**src/rtl/fir_pkg.sv**
```systemverilog
// Shared definitions for the symmetric time-multiplexed FIR.
// Holds the FSM encoding, the accumulator sizing rule and the output saturation bounds.
// No logic and no state; imported by every file of the filter.
package fir_pkg;

  typedef enum logic [1:0] {
    ST_IDLE = 2'd0,
    ST_MAC  = 2'd1,
    ST_OUT  = 2'd2
  } fir_state_t;

  // Pre-adder (dw+1) times coefficient (cw) gives dw+cw+1 bits; M such products
  // need clog2(M) growth bits so the sum can never wrap.
  function automatic int acc_width(input int dw, input int cw, input int ntap);
    return dw + cw + 1 + $clog2((ntap + 1) / 2);
  endfunction

  // Largest value representable in a dw-bit two's complement sample.
  function automatic longint sat_max(input int dw);
    return (longint'(1) <<< (dw - 1)) - 1;
  endfunction

  // Most negative value representable in a dw-bit two's complement sample.
  function automatic longint sat_min(input int dw);
    return -(longint'(1) <<< (dw - 1));
  endfunction

endpackage

```
**src/rtl/fir_rnd_sat.sv**
```systemverilog
// Round-half-up, arithmetic right shift and clamp of the accumulator to DW bits.
// Latency: purely combinational; the parent registers the result.
// Backpressure: none, evaluates every cycle.
module fir_rnd_sat
  import fir_pkg::*;
#(
  parameter int IW    = 29,
  parameter int DW    = 12,
  parameter int SHIFT = 11
) (
  input  logic signed [IW-1:0] acc,
  output logic signed [DW-1:0] res
);

  // One guard bit above the accumulator keeps the rounding add from wrapping.
  localparam logic signed [IW:0] HALF = (IW+1)'(longint'(1) <<< (SHIFT - 1));
  localparam logic signed [IW:0] HI   = (IW+1)'(sat_max(DW));
  localparam logic signed [IW:0] LO   = (IW+1)'(sat_min(DW));

  logic signed [IW:0] sum;
  logic signed [IW:0] shf;

  // Round, shift, then clamp to the output range.
  always_comb begin
    sum = (IW+1)'(acc) + HALF;
    shf = sum >>> SHIFT;
    if (shf > HI) begin
      res = HI[DW-1:0];
    end else if (shf < LO) begin
      res = LO[DW-1:0];
    end else begin
      res = shf[DW-1:0];
    end
  end

endmodule

```
**src/rtl/fir_sym_tdm.sv**
```systemverilog
// Symmetric odd-length FIR, one shared pre-adder/multiplier/accumulator stepping one tap per cycle.
// Latency: strobe cycle T0 to dout_vld is M+1 cycles, M = (NTAP+1)/2.
// Backpressure: strobes while busy are dropped and flagged in ovr; coefficient writes stall (cf_rdy=0) while busy.
module fir_sym_tdm
  import fir_pkg::*;
#(
  parameter int DW    = 12,
  parameter int CW    = 12,
  parameter int NTAP  = 31,
  parameter int SHIFT = 11
) (
  input  logic                 clk,
  input  logic                 rst,
  input  logic                 f_s,
  input  logic signed [DW-1:0] din,
  input  logic                 cf_we,
  input  logic [5:0]           cf_addr,
  input  logic signed [CW-1:0] cf_data,
  output logic                 cf_rdy,
  output logic signed [DW-1:0] dout,
  output logic                 dout_vld,
  output logic                 busy,
  output logic                 ovr,
  input  logic                 ovr_clr
);

  localparam int M   = (NTAP + 1) / 2;
  localparam int MH  = M - 1;
  localparam int PW  = DW + 1;
  localparam int PRW = DW + CW + 1;
  localparam int AW  = acc_width(DW, CW, NTAP);
  localparam logic [5:0] K_LAST = 6'(MH);

  if ((NTAP % 2) == 0 || NTAP < 3 || NTAP > 63) begin : g_bad_ntap
    $error("fir_sym_tdm: NTAP must be odd and within 3..63");
  end
  if (SHIFT < 1 || SHIFT > CW + 4) begin : g_bad_shift
    $error("fir_sym_tdm: SHIFT must be within 1..CW+4");
  end

  fir_state_t           state;
  logic [5:0]           k;
  logic signed [AW-1:0] acc;
  logic signed [AW-1:0] acc_nxt;
  logic signed [DW-1:0] x    [NTAP];
  logic signed [CW-1:0] coef [M];
  logic                 pl0;
  logic                 pl1;
  logic                 strobe;
  logic                 accept;
  logic                 cf_wr;
  logic signed [DW-1:0] xa;
  logic signed [DW-1:0] xb;
  logic signed [CW-1:0] ck;
  logic signed [PW-1:0] pre;
  logic signed [PRW-1:0] prod;
  logic signed [DW-1:0] rnd_out;

  assign strobe = pl0 & ~pl1;
  assign busy   = (state != ST_IDLE);
  assign cf_rdy = ~busy;
  assign accept = strobe & ~busy;
  assign cf_wr  = cf_we & cf_rdy;

  // Select the mirrored sample pair and coefficient for tap k; the centre tap has no partner.
  always_comb begin
    xa = '0;
    xb = '0;
    ck = '0;
    for (int i = 0; i < NTAP; i++) begin
      if (k == 6'(i)) xa = x[i];
      if (i != MH && k == 6'(NTAP - 1 - i)) xb = x[i];
    end
    for (int i = 0; i < M; i++) begin
      if (k == 6'(i)) ck = coef[i];
    end
    pre     = PW'(xa) + PW'(xb);
    prod    = PRW'(pre) * PRW'(ck);
    acc_nxt = acc + AW'(prod);
  end

  // The last product is folded in combinationally so dout lands with the final MAC.
  fir_rnd_sat #(
    .IW    (AW),
    .DW    (DW),
    .SHIFT (SHIFT)
  ) u_rnd_sat (
    .acc (acc_nxt),
    .res (rnd_out)
  );

  // Delay line shifts only on an accepted strobe; dropped samples leave it untouched.
  always_ff @(posedge clk) begin
    if (rst) begin
      for (int i = 0; i < NTAP; i++) x[i] <= '0;
    end else if (accept) begin
      x[0] <= din;
      for (int i = 1; i < NTAP; i++) x[i] <= x[i-1];
    end
  end

  // Coefficient bank; out-of-range indices match no entry and are ignored.
  always_ff @(posedge clk) begin
    if (rst) begin
      for (int i = 0; i < M; i++) coef[i] <= '0;
    end else if (cf_wr) begin
      for (int i = 0; i < M; i++) begin
        if (cf_addr == 6'(i)) coef[i] <= cf_data;
      end
    end
  end

  // Strobe edge detector on f_s.
  always_ff @(posedge clk) begin
    if (rst) begin
      pl0 <= 1'b0;
      pl1 <= 1'b0;
    end else begin
      pl0 <= f_s;
      pl1 <= pl0;
    end
  end

  // Sticky overrun flag; a new overrun beats a simultaneous clear.
  always_ff @(posedge clk) begin
    if (rst) begin
      ovr <= 1'b0;
    end else if (strobe && busy) begin
      ovr <= 1'b1;
    end else if (ovr_clr) begin
      ovr <= 1'b0;
    end
  end

  // Sequencer: IDLE waits for a strobe, MAC walks the M taps, OUT is the result cycle.
  always_ff @(posedge clk) begin
    if (rst) begin
      state    <= ST_IDLE;
      k        <= '0;
      acc      <= '0;
      dout     <= '0;
      dout_vld <= 1'b0;
    end else begin
      dout_vld <= 1'b0;
      case (state)
        ST_IDLE: begin
          if (strobe) begin
            acc   <= '0;
            k     <= '0;
            state <= ST_MAC;
          end
        end
        ST_MAC: begin
          acc <= acc_nxt;
          k   <= k + 6'd1;
          if (k == K_LAST) begin
            dout     <= rnd_out;
            dout_vld <= 1'b1;
            state    <= ST_OUT;
          end
        end
        ST_OUT: begin
          state <= ST_IDLE;
        end
        default: begin
          state <= ST_IDLE;
        end
      endcase
    end
  end

endmodule

```
**config.mk**
```make
export PLATFORM = sky130hd
export DESIGN_NAME = fir_sym_tdm
export DESIGN_NICKNAME = d
export VERILOG_FILES = /design/src/rtl/fir_pkg.sv /design/src/rtl/fir_rnd_sat.sv /design/src/rtl/fir_sym_tdm.sv
export SDC_FILE = /design/constraint.sdc
export NUM_CORES = 2
export LEC_CHECK = 0
export CAP_MARGIN = 20
export CORE_MARGIN = 3
export CORE_UTILIZATION = 39
export DETAILED_ROUTE_END_ITERATION = 10
export GPL_ROUTABILITY_DRIVEN = 1
export PLACE_DENSITY = 0.53
export SLEW_MARGIN = 15
export SYNTH_ARGS = -nofsm -noshare
export SYNTH_HDL_FRONTEND = slang
export SYNTH_HIERARCHICAL = 1
export SYNTH_SLANG_ARGS = --single-unit
```
**constraint.sdc**
```tcl
create_clock -name clk -period 22.7 [get_ports clk]
set_input_delay 5.675 -clock clk [delete_from_list [all_inputs] [get_ports clk]]
set_output_delay 5.675 -clock clk [all_outputs]
set_load 0.005 [all_outputs]
```
* Word level (Yosys, flattened, before mapping)
Memories as Yosys holds them, arrays and structs flattened.
Index checks and enable logic that the tools add are counted.
** Storage, ports and cells
- Memories kept :: 2
- Output and inout port bits :: 16
- Register bits :: 53
- Input bits :: 35
- Bits in writable memories :: 564
- Logic and storage cells :: 334
** Operators by class
- Equality and inequality tests :: 48
- Mux-type cells :: 205
- Order comparisons :: 2
- Add/subtract/negate cells :: 4
- Reduce and logical (&&, ||, !) cells :: 11
- Bitwise logic cells :: 53
- Multipliers :: 1
** Memory list
- x :: words 31, width 12, rd ports 31, clocked after Yosys merged registers in 0, write ports 31, line fir_sym_tdm.sv:45 : logic signed [DW-1:0] x [NTAP];
- coef :: words 16, width 12, rd ports 16, clocked after Yosys merged registers in 0, write ports 16, line fir_sym_tdm.sv:46 : logic signed [CW-1:0] coef [M];
** Operator list (count)
- $mux 12 :: 126
- $eq 6x4->1 const B :: 16
- $eq 6x5->1 const B :: 15
- $mux 1 :: 72
- $pmux 29 s2 :: 1
- $eq 6x3->1 const B :: 8
- $or 1x1->1 :: 47
- $add 29x12->30 const B :: 1
- $add 29x25->29 :: 1
- $mux 29 :: 1
- $mul 13x12->25 :: 1
- $eq 6x2->1 const B :: 4
- $gt 19x12->1 const B :: 1
- $lt 19x12->1 const B :: 1
- $add 12x12->13 :: 1
- $eq 6x1->1 const B :: 2
- $logic_not 6->1 :: 2
- $pmux 6 s2 :: 1
- $add 6x1->6 const B :: 1
- $mux 6 :: 1
- $reduce_and 2->1 :: 3
- $reduce_bool 2->1 :: 3
- $mux 2 :: 2
- $ne 2x2->1 const B :: 2
- 7 further kinds :: 11

* Depth between registers and ports, before layout
- Depth in word-level cells :: 39
- Gate-level depth with buffers :: 51
- Mapped depth without buffers :: 46

* Modules after synthesis
The synthesis kept the hierarchy.
** Modules (own cells, without submodules)
- fir_sym_tdm :: cells each 3518, seq. area each 17997.3 um2, times used 1, area each 37756.2 um2
- fir_rnd_sat :: cells each 77, seq. area each 0.0 um2, times used 1, area each 515.5 um2

* Least setup slack after synthesis
No wires, ideal clock.
- Path kind :: input-to-reg
- Start point :: in rst
- End point :: mem x[0][0], enable pin
- Path buffers :: 1
- Library setup time :: 738 ps
- Stages on the path :: 2
- Arrival time :: 13436 ps
- Path slack :: 8525 ps
- Data required time :: 21962 ps
- Path through :: clkbuf_1 -> a21o_1
** RTL lines
- start: declaration :: line fir_sym_tdm.sv:13 : input logic rst,
- end: declaration :: line fir_sym_tdm.sv:45

* Final worst setup path
- Start point :: reg k[0]
- End point :: reg dout[1]
** Between the ends
- Longest elaborated chain between the ends :: 39
- Elaborated cells between the ends (all ways) :: 117
- Those cells by class :: add/sub: 3; mul: 1; order compare: 2; eq/ne: 30; mux: 79; reduce/logical: 2
** Ends and longest elaborated chain
- start: declaration :: line fir_sym_tdm.sv:42 : logic [5:0] k;
- start signal: assignment :: line fir_sym_tdm.sv:155 : k <= k + 6'd1;
- $logic_not 6->1 :: line fir_sym_tdm.sv:71, fir_sym_tdm.sv:72, fir_sym_tdm.sv:75
- $mux 12 (31 in a row) :: line fir_sym_tdm.sv:71 : if (k == 6'(i)) xa = x[i];
- $add 12x12->13 :: line fir_sym_tdm.sv:77 : pre = PW'(xa) + PW'(xb);
- $mul 13x12->25 * :: line fir_sym_tdm.sv:78 : prod = PRW'(pre) * PRW'(ck);
- $add 29x25->29 * :: line fir_sym_tdm.sv:79 : acc_nxt = acc + AW'(prod);
- net acc_nxt[22] :: line fir_sym_tdm.sv:44 : logic signed [AW-1:0] acc_nxt;
- $add 29x12->30 * :: line fir_rnd_sat.sv:25 : sum = (IW+1)'(acc) + HALF;
- $lt 19x12->1 :: line fir_rnd_sat.sv:29 : end else if (shf < LO) begin
- $mux 12 :: line fir_rnd_sat.sv:29
- $mux 12 * :: line fir_rnd_sat.sv:27 : if (shf > HI) begin
- net rnd_out[1] :: line fir_sym_tdm.sv:57 : logic signed [DW-1:0] rnd_out;
- end signal: assignment :: line fir_sym_tdm.sv:157 : dout <= rnd_out;
- end: declaration :: line fir_sym_tdm.sv:20 : output logic signed [DW-1:0] dout,
The timed path passes the listed nets; every way through them passes the cells marked *.
A chain may end at the register's enable or synchronous reset.

==> metrics.csv <==
metric,value,unit
slowest_stage,nor2_4,
remaining_drc_errors,0,
fin_setup_tns,0,ns
netlist_instances,3595,
syn_nets,3915,
relSlewSlack,23.4,%
initial_utilization,39.5,%
grt_pass1_wl,197,mm
cpMostUsedCell,fa_1,
portBuffers,50,
layout.nets,3886,
crit_buf_inv,6,
cts-resized-gates,0,
insertion_delay,0.67,ns
crit_arrival,14.91,ns
clock_skew,0.0427,ns
layout_commonest_cell,edfxtp_1,
num_vias,29791,
async_reset_ff_share,0,%
worstMarginPinSlew,1.14,ns
max_stage_delay,1.01,ns
grtUsageTotal,25.7,%
yosysUniqueCellTypes,94,
layout-drive-gt1-share,7.42,%
ios,51,
post-cts-setup-buffers,0,
cp-start-kind,flop,
setup-violations-final,0,
crit_path_end_kind,flop,
grt_max_degree,218,
period_share,63.4,%
gr-total-overflow,0,
clock_sinks,617,
viasPerCell,6.08,
die_w,319,µm
cp_max_fo,32,
final_hold_viol_count,0,
core.rowCount,114,
cts_tree,built,
diodes,0,
clockBufferDepth,3,
numCtsBuffers,75,
dp_hpwl,92.7,mm
h-tree-depth,3,
maxCapViolations,0,
ys_seq_area_share,47.0,%
synth_flop_cell,edfxtp_1,
synth_edf_count,564,
status,finished clean,
ant_nets,0,
layout_common_cells,"564 x edfxtp_1, 367 x nor2_1, 234 x and2_1",
holdBufCountCts,0,
clockRootBuffer,clkbuf_16,
rsz0062_at_grt,no,
area_growth,10.7,%
cp.required,23.23,ns
fmaxAchievable,69.5,MHz
wl,132,mm
critPathKind,flop to flop,
antenna_found_initial,0,
synth.avg_cell_area,10.6,µm²
path_clk_slew,0.06,ns
ys_warn_count,6,
syn-cell-area,0.0383,mm²
grt_pass1_vias,29373,
wl_per_cell,27.0,µm
yosys_register_bits,617,
firstDrtPassIters,7,
fp.dieH,319,µm
cpLargestDelayFamily,compound AO/OA/AOI/OAI gates,
hp-class,flop to flop,
place_congestion,0.969,
core,0.0970,mm²
final_max_slew_viol_count,0,
drt_iter0_drc,3638,
fin_crit,14.39,ns
fp.dieArea,0.102,mm²
==> final cells by class <==
type | count | area, µm²
inverters | 217 | 815
clock inverters | 45 | 418
flip-flops and latches | 617 | 18000
fillers | 9316 | 54600
well taps | 1276 | 1600
multi-input cells | 2526 | 18500
clock buffers | 91 | 1960
repair buffers | 129 | 1120
==> layer usage <==
metal  global-route usage (%)  vias up  routed length [µm]
met5                        0        -                   0
met4                     11.2        0                6450
met3                     4.82      350               11900
met2                     39.8     1616               59600
met1                     35.4    14861               54300
li1                         -    12964                   -
==> worst reg2reg max path: cells and delay by family (launching register included) <==
family | cells | cell delay (ns)
buffers and inverters | 6 | 1.96
AND/OR/NAND/NOR | 9 | 2.69
flip-flops | 1 | 0.36
AO/OA/AOI/OAI | 18 | 4.73
XOR/XNOR | 2 | 0.66
adder cells (fa/ha/maj) | 10 | 3.82
==> cell usage after synthesis (13+ instances only) <==
master     number  area (µm²)
a31oi_1        20         125
edfxtp_1      564       16900
o221ai_1       42         368
nor2_1        372        1400
a21oi_1       154         771
and2_1        234        1460
xnor2_1        38         333
nor2_2         16         100
inv_1         214         803
a2111oi_0      13         114
o22ai_1        59         369
dfxtp_1        53        1060
o211ai_1       34         255
buf_1          14        52.6
a22oi_1        52         390
buf_2          53         265
nand4_1        25         156
nor3_1         55         275
ha_1           93        1160
a21o_1         18         135
xor2_1         21         184
a221oi_1       96         841
a221o_1        42         420
nor2b_1       165        1030
buf_4          13        97.6
a22o_1         35         307
clkbuf_1      147         552
nand3_1        72         360
a211oi_1       22         165
fa_1          192        3840
nor4_1         16         100
or2_1          19         119
nand2_1       228         856
or2_2          23         144
o21ai_0       139         696
nand2b_1       58         363
==> final timing paths <==
kind                            slack (ns)            startpoint              endpoint  cells past startpoint
worst max-delay path                  8.31     k[0]$_SDFFE_PP0P_  dout[1]$_SDFFE_PP0P_                     45
worst min register to register        0.46  dout[6]$_SDFFE_PP0P_  dout[6]$_SDFFE_PP0P_                      2
worst min-delay path                  0.46  dout[6]$_SDFFE_PP0P_  dout[6]$_SDFFE_PP0P_                      2
worst max register to register        8.31     k[0]$_SDFFE_PP0P_  dout[1]$_SDFFE_PP0P_                     45
==> per-stage QoR <==
stage | instance area, µm² | hold WS [ns] | utilization (%) | cells | setup WS [ns]
final | 42400 | 0.456 | 43.7 | 4901 | 8.31
after CTS | 42400 | 0.459 | 43.7 | 4900 | 8.23
after global routing | 42400 | 0.478 | 43.7 | 4901 | 7.63
after detailed placement | 40000 | 0.450 | 41.2 | 4764 | 8.28
after global placement | 40000 | 0.446 | 41.2 | 4764 | 8.64
after floorplan | 38300 | 0.442 | - | 3595 | 8.53
==> registers in the layout, summed over array words and instances (netlist names) <==
signal,cells
dout,12
dout_vld,1
pl0,1
pl1,1
coef,192
x,372
state,2
k,6
acc,29
ovr,1
==> cells by family after synthesis <==
group	Yosys count	share of synthesized area (%)
multiplexers	3	0.0785
buffers and inverters	452	4.89
AND/OR/NAND/NOR	1329	17.8
flip-flops	617	47.0
XOR/XNOR	59	1.35
adder cells (fa/ha/maj)	285	13.1
AO/OA/AOI/OAI	850	15.8
Power is not shown: default switching activity piles up to over one toggle a cycle in this logic, so the estimate is an artifact.
